`src/rtl/flippy_pkg.sv`:
```
// Shared types and constants for the Flippy Bit falling-byte lanes.
package flippy_pkg;

  typedef enum logic [1:0] {
    StIdle,
    StWait,
    StFall,
    StOver
  } lane_state_e;

  localparam int unsigned ROWS_DEFAULT = 30;
  localparam int unsigned BYTE_W       = 8;
  localparam int unsigned YPOS_W       = 5;

  // x^8 + x^6 + x^5 + x^4 + 1 expressed as a mask over the shift register bits.
  localparam logic [BYTE_W-1:0] LFSR_TAPS = 8'b1011_1000;

endpackage

```
`src/rtl/flippy_lfsr8.sv`:
```
// Free-running 8-bit Fibonacci LFSR; advances every clock and never reaches zero
// as long as the seed is nonzero.
module flippy_lfsr8
  import flippy_pkg::*;
(
  input  logic              clock_i,
  input  logic              reset_n_i,
  input  logic [BYTE_W-1:0] seed_i,
  output logic [BYTE_W-1:0] q_o
);

  logic [BYTE_W-1:0] lfsr_q, lfsr_d;

  // Shift left, feeding back the XOR of the tapped bits.
  always_comb begin
    lfsr_d = {lfsr_q[BYTE_W-2:0], ^(lfsr_q & LFSR_TAPS)};
  end

  // Shift register, reloads the seed on reset.
  always_ff @(posedge clock_i or negedge reset_n_i) begin
    if (!reset_n_i) begin
      lfsr_q <= seed_i;
    end else begin
      lfsr_q <= lfsr_d;
    end
  end

  assign q_o = lfsr_q;

endmodule

```
`src/rtl/flippy_column_lane.sv`:
```
// One falling-byte lane: spawns a random nonzero byte, drops it a row per drop
// event and scores a hit when the switches match on fire.
// Optional build macro LANE_SPEEDUP_EN: a saturating hit counter shortens the
// drop interval from every 4th tick down to every tick, one step per 8 hits.
module flippy_column_lane
  import flippy_pkg::*;
#(
  parameter int unsigned       ROWS        = ROWS_DEFAULT,
  parameter int unsigned       SPAWN_DELAY = 4,
  parameter logic [BYTE_W-1:0] LFSR_SEED   = 8'hA5
) (
  input  logic              clock_i,
  input  logic              reset_n_i,
  input  logic              tick_i,
  input  logic              enable_i,
  input  logic [BYTE_W-1:0] user_input_i,
  input  logic              fire_i,
  output logic [BYTE_W-1:0] letter_o,
  output logic [YPOS_W-1:0] ypos_o,
  output logic              active_o,
  output logic              correct_o,
  output logic              game_over_o
);

  localparam logic [YPOS_W-1:0] LastRow  = YPOS_W'(ROWS - 1);
  localparam logic [3:0]        WaitLast = 4'(SPAWN_DELAY - 1);

  lane_state_e       state_q, state_d;
  logic [3:0]        wait_q, wait_d;
  logic [BYTE_W-1:0] letter_q, letter_d;
  logic [YPOS_W-1:0] ypos_q, ypos_d;
  logic              active_q, active_d;
  logic              correct_q, correct_d;
  logic              game_over_q, game_over_d;
  logic [BYTE_W-1:0] lfsr;
  logic              hit;
  logic              drop;

  flippy_lfsr8 u_lfsr (
    .clock_i   (clock_i),
    .reset_n_i (reset_n_i),
    .seed_i    (LFSR_SEED),
    .q_o       (lfsr)
  );

  assign hit = fire_i && (user_input_i == letter_q);

`ifdef LANE_SPEEDUP_EN
  logic [5:0] hits_q, hits_d;
  logic [1:0] div_q, div_d;
  logic [1:0] div_last;

  // Drop interval minus one: 3 at start, one less per 8 hits, floor 0.
  always_comb begin
    div_last = (hits_q[5:3] >= 3'd3) ? 2'd0 : 2'd3 - hits_q[4:3];
  end

  assign drop = tick_i && (div_q == div_last);

  // Hit counter and tick divider; divider restarts for every new byte.
  always_comb begin
    hits_d = hits_q;
    div_d  = div_q;
    if (!enable_i || state_q == StIdle) begin
      hits_d = '0;
      div_d  = '0;
    end else if (state_q == StFall) begin
      if (hit) begin
        div_d = '0;
        if (hits_q != 6'h3f) hits_d = hits_q + 6'd1;
      end else if (tick_i) begin
        div_d = drop ? 2'd0 : div_q + 2'd1;
      end
    end else begin
      div_d = '0;
    end
  end

  // Speedup state registers.
  always_ff @(posedge clock_i or negedge reset_n_i) begin
    if (!reset_n_i) begin
      hits_q <= '0;
      div_q  <= '0;
    end else begin
      hits_q <= hits_d;
      div_q  <= div_d;
    end
  end
`else
  assign drop = tick_i;
`endif

  // FSM state register.
  always_ff @(posedge clock_i or negedge reset_n_i) begin
    if (!reset_n_i) state_q <= StIdle;
    else            state_q <= state_d;
  end

  // Next-state logic; dropping enable overrides everything.
  always_comb begin
    state_d = state_q;
    if (!enable_i) begin
      state_d = StIdle;
    end else begin
      unique case (state_q)
        StIdle: state_d = StWait;
        StWait: if (tick_i && wait_q == WaitLast) state_d = StFall;
        StFall: begin
          if (hit)                              state_d = StWait;
          else if (drop && ypos_q == LastRow)   state_d = StOver;
        end
        StOver: state_d = StOver;
        default: state_d = StIdle;
      endcase
    end
  end

  // Output/datapath next values; a hit beats a same-cycle drop.
  always_comb begin
    wait_d      = wait_q;
    letter_d    = letter_q;
    ypos_d      = ypos_q;
    active_d    = active_q;
    correct_d   = 1'b0;
    game_over_d = game_over_q;
    if (!enable_i) begin
      wait_d      = '0;
      letter_d    = '0;
      ypos_d      = '0;
      active_d    = 1'b0;
      game_over_d = 1'b0;
    end else begin
      unique case (state_q)
        StIdle: wait_d = '0;
        StWait: begin
          if (tick_i) begin
            if (wait_q == WaitLast) begin
              wait_d   = '0;
              letter_d = lfsr;
              ypos_d   = '0;
              active_d = 1'b1;
            end else begin
              wait_d = wait_q + 4'd1;
            end
          end
        end
        StFall: begin
          if (hit) begin
            correct_d = 1'b1;
            letter_d  = '0;
            ypos_d    = '0;
            active_d  = 1'b0;
            wait_d    = '0;
          end else if (drop) begin
            if (ypos_q == LastRow) begin
              game_over_d = 1'b1;
              active_d    = 1'b0;
            end else begin
              ypos_d = ypos_q + 1'b1;
            end
          end
        end
        StOver: ;
        default: ;
      endcase
    end
  end

  // Datapath and output registers.
  always_ff @(posedge clock_i or negedge reset_n_i) begin
    if (!reset_n_i) begin
      wait_q      <= '0;
      letter_q    <= '0;
      ypos_q      <= '0;
      active_q    <= 1'b0;
      correct_q   <= 1'b0;
      game_over_q <= 1'b0;
    end else begin
      wait_q      <= wait_d;
      letter_q    <= letter_d;
      ypos_q      <= ypos_d;
      active_q    <= active_d;
      correct_q   <= correct_d;
      game_over_q <= game_over_d;
    end
  end

  assign letter_o    = letter_q;
  assign ypos_o      = ypos_q;
  assign active_o    = active_q;
  assign correct_o   = correct_q;
  assign game_over_o = game_over_q;

endmodule

```
`config.mk`:
```
export PLATFORM = sky130hd
export DESIGN_NAME = flippy_column_lane
export DESIGN_NICKNAME = d
export VERILOG_FILES = /design/src/rtl/flippy_pkg.sv /design/src/rtl/flippy_lfsr8.sv /design/src/rtl/flippy_column_lane.sv
export SDC_FILE = /design/constraint.sdc
export NUM_CORES = 1
export LEC_CHECK = 0
export CAP_MARGIN = 20
export CORE_UTILIZATION = 35
export CTS_BUF_LIST = sky130_fd_sc_hd__clkbuf_8
export DETAILED_ROUTE_END_ITERATION = 10
export GPL_TIMING_DRIVEN = 0
export PLACE_DENSITY = 0.65
export SETUP_SLACK_MARGIN = 0.5
export SYNTH_ARGS = -nofsm -noshare
export SYNTH_HDL_FRONTEND = slang
export SYNTH_SLANG_ARGS = --single-unit
```
`constraint.sdc`:
```
create_clock -name clock_i -period 1.8 [get_ports clock_i]
set_clock_uncertainty 0.05 [all_clocks]
set_input_delay 0.36 -clock clock_i [delete_from_list [all_inputs] [get_ports clock_i]]
set_output_delay 0.36 -clock clock_i [all_outputs]
set_load 0.005 [all_outputs]
```
* Word level (Yosys, flattened, before mapping) *
Cells that the tools add are included.

cells by class
  magnitude comparators = 0
  reduce and logical (&&, ||, !) cells = 11
  div/mod/pow operators = 0
  multiplexer cells = 37
  $add $sub $neg = 2
  bitwise logic cells = 0
  equal/unequal tests = 20
  shift operators = 0
  multiply operators = 0

operators by type and width
  operator             number
  $mux 8               4
  $mux 5               6
  $mux 4               4
  $ne 4x4->1 const B   4
  $pmux 8 s2           1
  $mux 1               14
  $ne 3x3->1 const B   4
  $pmux 4 s3           1
  $pmux 5 s2           1
  $reduce_and 5->1     2
  $eq 8x8->1           1
  $mux 2               4
  $pmux 2 s4           1
  $reduce_and 4->1     2
  $reduce_xor 8->1     1
  $add 5x1->5 const B  1
  $eq 5x5->1 const B   1
  $add 4x1->4 const B  1
  $eq 2x2->1 const B   2
  $eq 4x2->1 const B   1
  $ne 2x1->1 const B   2
  $ne 2x2->1 const B   2
  $ne 4x1->1 const B   1
  $logic_and 1x1->1    3
  6 further kinds      6

word-level totals
  bits in writable memories = 0
  memory bits (read-only) = 0
  memories kept = 0
  output and inout port bits = 16
  latch bits = 0
  register bits = 30
  input port bits = 13
  word-level logic and storage cells = 78

* Logic depth before layout (Yosys ltp) *
Gate-level depths: netlist of the first run.

  depth in word-level cells = 6
  depth in mapped cells = 7
  gate-level depth less buffers = 7

* Worst setup path after synthesis of the first run *
Ideal clock, no wire load.

  path kind = flip-flop to flip-flop
  start point = reg wait_q[0]
  end point = reg letter_q[0], in the netlist letter_o[0]
  buffers on the path = 1
  clock period less this slack = 1.830 ns
  library setup time = 0.121 ns
  stages on the path, launching flop included = 8
  arrival time = 1.659 ns
  path slack = -0.030 ns
  cells stage by stage = dfrtp_1 -> ha_1 -> nor3b_1 -> nand3_1 -> nor2b_1 -> or2_1 -> buf_6 -> a22o_1

between the ends
  longest elaborated chain between the ends = 3

ends and longest elaborated chain
  item                               line                       source
  start, declared                    flippy_column_lane.sv:29   logic [3:0] wait_q, wait_d;
  start signal, assigned             flippy_column_lane.sv:179  wait_q <= wait_d;
  $eq 4x2->1                         flippy_column_lane.sv:137  if (wait_q == WaitLast) begin
  $ne 3x3->1 (no source line)        n/a
  $reduce_and 4->1 (no source line)  n/a
  end signal, assigned               flippy_column_lane.sv:180  letter_q <= letter_d;
  end, declared                      flippy_column_lane.sv:30   logic [BYTE_W-1:0] letter_q, letter_d;

Every way passes these cells.
A chain may end at the register's enable or synchronous reset.

* Worst setup path after layout of the first run *
  start point = in user_input_i[4]
  end point = reg letter_q[2], in the netlist letter_o[2]

between the ends
  longest elaborated chain between the ends = 4

ends and longest elaborated chain
  item                               line                      source
  start, declared                    flippy_column_lane.sv:16  input logic [BYTE_W-1:0] user_input_i,
  $eq 8x8->1                         flippy_column_lane.sv:46  assign hit = fire_i && (user_input_i == letter_q);
  $logic_and 1x1->1                  flippy_column_lane.sv:46
  $ne 3x3->1 (no source line)        n/a
  $reduce_and 4->1 (no source line)  n/a

Every way passes these cells.

==> results of run 1 <==
## synth_stat cells
library cell and count:
sky130_fd_sc_hd__nand2b_1 1, sky130_fd_sc_hd__inv_1 2, sky130_fd_sc_hd__o2111ai_1 1, sky130_fd_sc_hd__dfrtp_1 26
sky130_fd_sc_hd__o21ai_0 5, sky130_fd_sc_hd__mux2i_1 2, sky130_fd_sc_hd__a311oi_1 1, sky130_fd_sc_hd__nor3_1 3
sky130_fd_sc_hd__buf_6 1, sky130_fd_sc_hd__and2_0 1, sky130_fd_sc_hd__xor2_1 9, sky130_fd_sc_hd__a22o_1 9
sky130_fd_sc_hd__a31oi_2 1, sky130_fd_sc_hd__nor2b_1 5, sky130_fd_sc_hd__nand3b_1 1, sky130_fd_sc_hd__dfstp_2 4
sky130_fd_sc_hd__ha_1 3, sky130_fd_sc_hd__a32o_1 1, sky130_fd_sc_hd__a21boi_0 1, sky130_fd_sc_hd__nand3_1 5
sky130_fd_sc_hd__xnor2_1 3, sky130_fd_sc_hd__clkbuf_2 1, sky130_fd_sc_hd__nor2_1 6, sky130_fd_sc_hd__and3_1 2
sky130_fd_sc_hd__and4_1 1, sky130_fd_sc_hd__a21oi_1 9, sky130_fd_sc_hd__nor2b_2 1, sky130_fd_sc_hd__or2_1 1
sky130_fd_sc_hd__clkbuf_1 2, sky130_fd_sc_hd__a31oi_1 2, sky130_fd_sc_hd__nand4_1 4, sky130_fd_sc_hd__nor4_4 1
sky130_fd_sc_hd__nand2_1 10, sky130_fd_sc_hd__nor3b_1 2
## power by group through the flow
stage	Clock, µW	Sequential (µW)	Combinational, µW
floorplan	0	692	38.6
global placement	0	693	83.0
detailed placement	0	693	93.5
CTS	578	680	102
global route	612	681	123
finish	562	681	113
## sequential cells by signal, indices dropped and copies added, names as in the netlist
name and cells:
active_o 1, correct_o 1, game_over_o 1, letter_o 8, state_q 2, u_lfsr.q_o 8
wait_q 4, ypos_o 5
## final timing paths
check / from / to / slack, ps / cells after the start
worst max-delay path: user_input_i[4] / letter_o[2]$_DFFE_PN0P_ / -50 / 7
worst min-delay path: u_lfsr.q_o[6]$_DFF_PN0_ / u_lfsr.q_o[7]$_DFF_PN1_ / 340 / 0
worst min register to register: u_lfsr.q_o[6]$_DFF_PN0_ / u_lfsr.q_o[7]$_DFF_PN1_ / 340 / 0
min in group asynchronous: reset_n_i / wait_q[2]$_DFFE_PN0P_ / 430 / 1
worst max register to register: letter_o[5]$_DFFE_PN0P_ / letter_o[2]$_DFFE_PN0P_ / -20 / 6
max in group asynchronous: reset_n_i / u_lfsr.q_o[0]$_DFF_PN1_ / 670 / 2
## layout make-up
cell class | count | area [µm²]
Buffer | 4 | 25.02
Clock buffer | 6 | 82.58
Clock inverter | 2 | 12.51
Fill cell | 309 | 1520
Inverter | 2 | 7.507
Multi-Input combinational cell | 92 | 740.7
Sequential cell | 30 | 758.2
Tap cell | 48 | 60.06
Timing Repair Buffer | 62 | 564.3
## cells in the final DEF (no fill, tap or decap), types with 2 or more instances in the layout
cell type,n
sky130_fd_sc_hd__clkbuf_2,7
sky130_fd_sc_hd__a21oi_1,9
sky130_fd_sc_hd__nor3_1,2
sky130_fd_sc_hd__and3_1,2
sky130_fd_sc_hd__nand3_2,3
sky130_fd_sc_hd__clkdlybuf4s50_1,8
sky130_fd_sc_hd__dfrtp_1,24
sky130_fd_sc_hd__nand4_1,4
sky130_fd_sc_hd__o21ai_1,3
sky130_fd_sc_hd__nand2_1,10
sky130_fd_sc_hd__a31oi_1,2
sky130_fd_sc_hd__ha_1,2
sky130_fd_sc_hd__dlygate4sd2_1,3
sky130_fd_sc_hd__inv_1,2
sky130_fd_sc_hd__dfrtp_2,2
sky130_fd_sc_hd__a22o_1,9
sky130_fd_sc_hd__dfstp_2,4
sky130_fd_sc_hd__nor2b_1,3
sky130_fd_sc_hd__o21ai_0,2
sky130_fd_sc_hd__mux2i_1,2
sky130_fd_sc_hd__xor2_1,6
sky130_fd_sc_hd__buf_2,4
sky130_fd_sc_hd__buf_6,21
sky130_fd_sc_hd__xnor2_1,3
sky130_fd_sc_hd__nor2_1,4
sky130_fd_sc_hd__buf_4,20
sky130_fd_sc_hd__nor2b_4,2
sky130_fd_sc_hd__nand3_1,2
sky130_fd_sc_hd__xor2_2,3
sky130_fd_sc_hd__clkbuf_8,6
## timing repair
action,4_1_cts,5_1_grt
pin swaps,10,16
buffers inserted,23,11
endpoints found under the setup margin,38,34
cloned,0,1
resized for setup,75,25
## routing by layer
layer	global-route usage	part of all wire	routed length, µm	vias up
li1	-	-	-	595
met1	0.2341	0.41	1537	645
met2	0.2861	0.52	1936	43
met3	0.05208	0.046	173	10
met4	0.05707	0.023	85	0
met5	0	0	0	-
## stage by stage
step / power [µW] / cell area [µm²]
2_1_floorplan: 731.1 / 1440
6_report: 1355 / 2251
5_1_grt: 1415 / 2251
3_3_place_gp: 776.1 / 1770
3_5_place_dp: 786.8 / 1798
4_1_cts: 1360 / 2140
## critical path, stage by stage
cell and delay [ps]:
sky130_fd_sc_hd__clkdlybuf4s50_1 470, sky130_fd_sc_hd__xnor2_1 110, sky130_fd_sc_hd__and2_1 310, sky130_fd_sc_hd__a31oi_4 130, sky130_fd_sc_hd__or2_1 240, sky130_fd_sc_hd__buf_6 140
sky130_fd_sc_hd__a22o_1 200
## logic make-up (layout without fill, tap and decap cells)
kind of cell | count (synthesis) | in the layout | share of synthesized area
xor gates and xnor gates | 12 | 12 | 0.07467
DFF | 30 | 30 | 0.5369
buffers and inverters | 6 | 76 | 0.02222
and+or+nand+nor | 44 | 45 | 0.1769
AOI/OAI and AO/OA | 30 | 30 | 0.1484
adders and majority gates | 3 | 3 | 0.02667
muxes | 2 | 2 | 0.01422
==> summary.txt, run 1 <==
leakage component of the power: 0.001053 µW
pin count of the biggest net entering global routing: 20
post-placement setup slack: -525.8 ps
number of warning messages in the yosys log: 0
Worst-Margin Slew: 656.4 ps
die outline area: 4279 µm²
number of maximum-capacitance violations: 0
violations in the final reports: negative setup slack
aggregate negative setup slack: -281.3 ps
via total after detailed routing: 1293
worst setup path class: in -> reg
Initial Utilization: 0.3733
DRC violation count after routing: 0
layout net count: 213
average cell area after synthesis: 11.08 µm²
largest buffer count on any clock path: 2
Post-Syn Instances: 127
Max Freq: 541.3 MHz
largest cells by area after synthesis: sky130_fd_sc_hd__dfrtp_1, sky130_fd_sc_hd__dfstp_2, sky130_fd_sc_hd__a22o_1, sky130_fd_sc_hd__xor2_1, sky130_fd_sc_hd__a21oi_1
HPWL after detailed placement: 2165 µm
remaining global-route overflow: 0
total clock buffers created by CTS: 5
worst max-slew margin expressed relative to the limit: 0.5610
sink count of the clock tree: 30
CTS root buffer: sky130_fd_sc_hd__clkbuf_8
peak fanout along the critical path: 8
vias in the first global route: 1221
critical path capture point type: register
hold-fix buffer count after cts: 0
wire length after detailed routing: 3732 µm
RSZ-0062 raised after global routing: true
endpoint required time on the critical path: 1920 ps
number of levels in the clock H-tree: 2
number of rows created at floorplan: 22
count of placed standard cells including taps: 203
switching power: 316.8 µW
number of distinct library cells after synthesis: 34
worst hold slack: 337.0 ps
crit path DAT: 1970 ps
placeable core area: 3771 µm²
CTS tree: done
post-detailed-route count of antenna-violating nets: 0
Tcrit/Tclk final: 1.026
Synth Cell Area: 1408 µm²
Avg WL per Cell: 15.17 µm
fraction of layout instances using a drive strength above 1: 0.4394
final weighted congestion of routability-driven global placement: 0.7649
global router's overall resource usage: 0.1796
clock-pin slew on the worst setup and hold paths: 60 ps
starting DRC count in detailed routing: 87
number of optimization iterations in the first detailed-route pass: 4
die span in x: 65.42 µm
proportion of power drawn by the clock network: 0.415
clock latency on the worst-skew pair: 280 ps
wire length of the first global-routing pass: 5727 µm
post-synth top area cell: sky130_fd_sc_hd__dfrtp_1
Setup WS post-layout: -47.24 ps
nets in the synthesized netlist: 143
category of the worst setup path launch point: input pin
number of antenna violations at the first check in global routing: 0
VDD IR-drop max: 0.3867 mV
Cell Int Power: 1038 µW
fraction of synthesized cell area taken by the top area cell type: 0.4622
count of input and output buffers: 27
status: complete, but fails checks
worst hold path type: reg -> reg
post-layout instance count excluding filler cells: 246
setup violators final: 8
ratio of routed vias to standard cells: 5.256
power share of the combinational group: 0.083
register area share after synthesis: 0.5369
share of power burned in registers: 0.502
switching fraction of total power: 0.2337
layout-stage area growth over the synthesis result: 59.91%
final critical delay including setup and external delays: 1847 ps
endpoints failing hold: 0
power per unit of standard cell area: 602.1 nW/µm²
number of diodes: 0
synthesis-stage register bit count: 30
die span in y: 65.42 µm
Final Core Density: 0.5969
pins over their slew limit: 0
Top Ports: 29
No activity file was read; power rests on OpenSTA's default activity.
==> run 2, diff against run 1 <==
--- a/config.mk
+++ b/config.mk
@@ -6,11 +6,13 @@
 export NUM_CORES = 1
 export LEC_CHECK = 0
 export CAP_MARGIN = 20
-export CORE_UTILIZATION = 35
+export CELL_PAD_IN_SITES_DETAIL_PLACEMENT = 2
+export CELL_PAD_IN_SITES_GLOBAL_PLACEMENT = 2
+export CORE_UTILIZATION = 30
 export CTS_BUF_LIST = sky130_fd_sc_hd__clkbuf_8
 export DETAILED_ROUTE_END_ITERATION = 10
 export GPL_TIMING_DRIVEN = 0
-export PLACE_DENSITY = 0.65
+export PLACE_DENSITY = 0.82
 export SETUP_SLACK_MARGIN = 0.5
 export SYNTH_ARGS = -nofsm -noshare
 export SYNTH_HDL_FRONTEND = slang
==> run 2 against run 1 <==
The flow finishes with violations (design-rule violations, negative setup slack); clock power up 25%; die area up 16%; sequential power about the same; hold slack better by 5.4 ps; global-route usage increased by 5.5 points; sequential share of layout area down 0.13 points; combinational power up 7%; count of clock-buffer cells in the layout down 1; via count increased by 1.1%; largest power group is now the clock network; critical path type is now reg -> reg; design area rose by 0.72%.
==> summary.txt, run 2 (synthesis gave the netlist of run 1 again) <==
endpoints failing hold: 0 (unchanged)
die span in y: 70.50 µm (+7.8%)
RSZ-0062 raised after global routing: true
number of rows created at floorplan: 24 (+9.1%)
number of maximum-capacitance violations: 0 (unchanged)
leakage component of the power: 0.001058 µW (+0.50%)
fraction of layout instances using a drive strength above 1: 0.4410 (+0.001632)
remaining global-route overflow: 0 (unchanged)
wire length of the first global-routing pass: 8459 µm (+48%)
crit path DAT: 2020 ps (+50 ps)
CTS tree: done
hold-fix buffer count after cts: 0 (unchanged)
number of antenna violations at the first check in global routing: 0 (unchanged)
starting DRC count in detailed routing: 62 (-29%)
placed inst area: 1803 µm² (+0.28%)
layout net count: 210 (-1.4%)
Worst-Margin Slew: 566.3 ps (-90.13 ps)
worst max-slew margin expressed relative to the limit: 0.6213 (+0.06027)
Max Freq: 528.0 MHz (-2.5%)
die outline area: 4970 µm² (+16%)
placeable core area: 4444 µm² (+18%)
switching fraction of total power: 0.2409 (+0.007211)
layout-stage area growth over the synthesis result: 61.07%
Setup WS post-layout: -94.12 ps (-46.88 ps)
peak fanout along the critical path: 8 (unchanged)
number of levels in the clock H-tree: 2 (unchanged)
Tcrit/Tclk final: 1.052 (+0.02605)
global router's overall resource usage: 0.2351 (+0.05544)
ratio of routed vias to standard cells: 5.291 (+0.67%)
Initial Utilization: 0.3167 (-0.05654)
most frequent cells in the layout: sky130_fd_sc_hd__buf_4, sky130_fd_sc_hd__dfrtp_1, sky130_fd_sc_hd__buf_6
worst hold slack: 342.5 ps (+5.406 ps)
violations in the final reports: design-rule violations, negative setup slack
sink count of the clock tree: 30 (unchanged)
category of the worst setup path launch point: register
aggregate negative setup slack: -834.8 ps (-553.5 ps)
cell at the slowest stage of the critical path: sky130_fd_sc_hd__dfrtp_2
VDD IR-drop max: 0.4601 mV (+19%)
DRC violation count after routing: 2 (+2)
Avg WL per Cell: 22.32 µm (+47%)
final weighted congestion of routability-driven global placement: 0.7116 (-7.0%)
power share of the combinational group: 0.080 (-0.003)
die span in x: 70.50 µm (+7.8%)
pin count of the biggest net entering global routing: 22 (+10%)
Cell Int Power: 1144 µW (+10%)
ordered list of cells on the worst path: xor2_2, nor4_4, buf_4, a31oi_4, or2_4, buf_6, a22o_1
number of optimization iterations in the first detailed-route pass: 7 (+3)
total clock buffers created by CTS: 5 (unchanged)
via total after detailed routing: 1307 (+1.1%)
proportion of power drawn by the clock network: 0.468 (+0.053)
clock latency on the worst-skew pair: 290 ps (about the same)
number of diodes: 0 (unchanged)
post-detailed-route count of antenna-violating nets: 0 (unchanged)
switching power: 363.1 µW (+15%)
count of input and output buffers: 27 (unchanged)
worst hold path type: reg -> reg
HPWL after detailed placement: 3017 µm (+39%)
critical path capture point type: register
leading cell type in the layout, fill and taps excluded: sky130_fd_sc_hd__buf_4
setup violators final: 16 (+8)
worst setup path class: reg -> reg
share of power burned in registers: 0.452 (-0.050)
largest buffer count on any clock path: 2 (unchanged)
final critical delay including setup and external delays: 1894 ps (+46.88 ps)
status: complete, but fails checks
Top Ports: 29 (unchanged)
Design Power: 1507 µW (+11%)
endpoint required time on the critical path: 1930 ps (about the same)
CTS root buffer: sky130_fd_sc_hd__clkbuf_8
power per unit of standard cell area: 664.6 nW/µm² (+10%)
pins over their slew limit: 0 (unchanged)
largest incremental delay on the critical path: 430 ps (-40 ps)
wire length after detailed routing: 5512 µm (+48%)
clock-pin slew on the worst setup and hold paths: 70 ps (about the same)
post-layout instance area: 2267 µm² (+0.72%)
vias in the first global route: 1548 (+27%)
## run 2: area by class of cell
class	count	area, µm²
Buffer	4	27.53
Clock buffer	5	68.82
Clock inverter	3	45.04
Fill cell	442	2177
Inverter	2	7.507
Multi-Input combinational cell	91	757.0
Sequential cell	30	760.7
Tap cell	52	65.06
Timing Repair Buffer	60	535.5
## run 2: worst paths after layout
kind,cells after the start,endpoint,slack [ps],startpoint
max,7,letter_o[6]$_DFFE_PN0P_,-90,letter_o[1]$_DFFE_PN0P_
min reg2reg,0,u_lfsr.q_o[2]$_DFF_PN1_,340,u_lfsr.q_o[1]$_DFF_PN0_
min,0,u_lfsr.q_o[2]$_DFF_PN1_,340,u_lfsr.q_o[1]$_DFF_PN0_
max in group asynchronous,2,u_lfsr.q_o[7]$_DFF_PN1_,740,reset_n_i
min in group asynchronous,1,wait_q[2]$_DFFE_PN0P_,380,reset_n_i
max reg2reg,7,letter_o[6]$_DFFE_PN0P_,-90,letter_o[1]$_DFFE_PN0P_
## run 2: metrics by stage
| step | instances | setup slack [ps] | util |
|---|---|---|---|
| after floorplan | 127 | 26.50 | - |
| after global placement | 206 | -486.6 | 0.3995 |
| after detailed placement | 207 | -590.8 | 0.4057 |
| after CTS | 241 | -33.75 | 0.4918 |
| after global routing | 247 | -190.7 | 0.5101 |
| final | 247 | -94.12 | 0.5101 |
## run 2: repair_timing
item	CTS	global route
cloned	0	0
setup buffers	26	6
gates resized for setup	83	20
setup endpoints to repair	38	32
pin swaps	10	11
## run 2: worst max-delay path, delay by kind of cell, from the launching register on
family | cells | cell delay, ps
xor+xnor | 1 | 160
simple gates | 2 | 520
flops | 1 | 430
buf+inv | 2 | 320
compound gates | 2 | 290
## run 2: layer usage
metal | global-route usage | wire length, µm | vias up
met1 | 0.2781 | 2160 | 666
met4 | 0.09977 | 173 | 0
met2 | 0.4024 | 3005 | 39
met5 | 0 | 0 | -
met3 | 0.06349 | 172 | 16
li1 | - | - | 586
## run 2: power groups by stage
stage | registers (µW) | logic [µW] | clock network [µW]
after floorplan | 692 | 38.6 | 0
after global placement | 693 | 83.8 | 0
after detailed placement | 694 | 96.4 | 0
after CTS | 681 | 112 | 704
after global routing | 681 | 131 | 738
final | 681 | 121 | 705
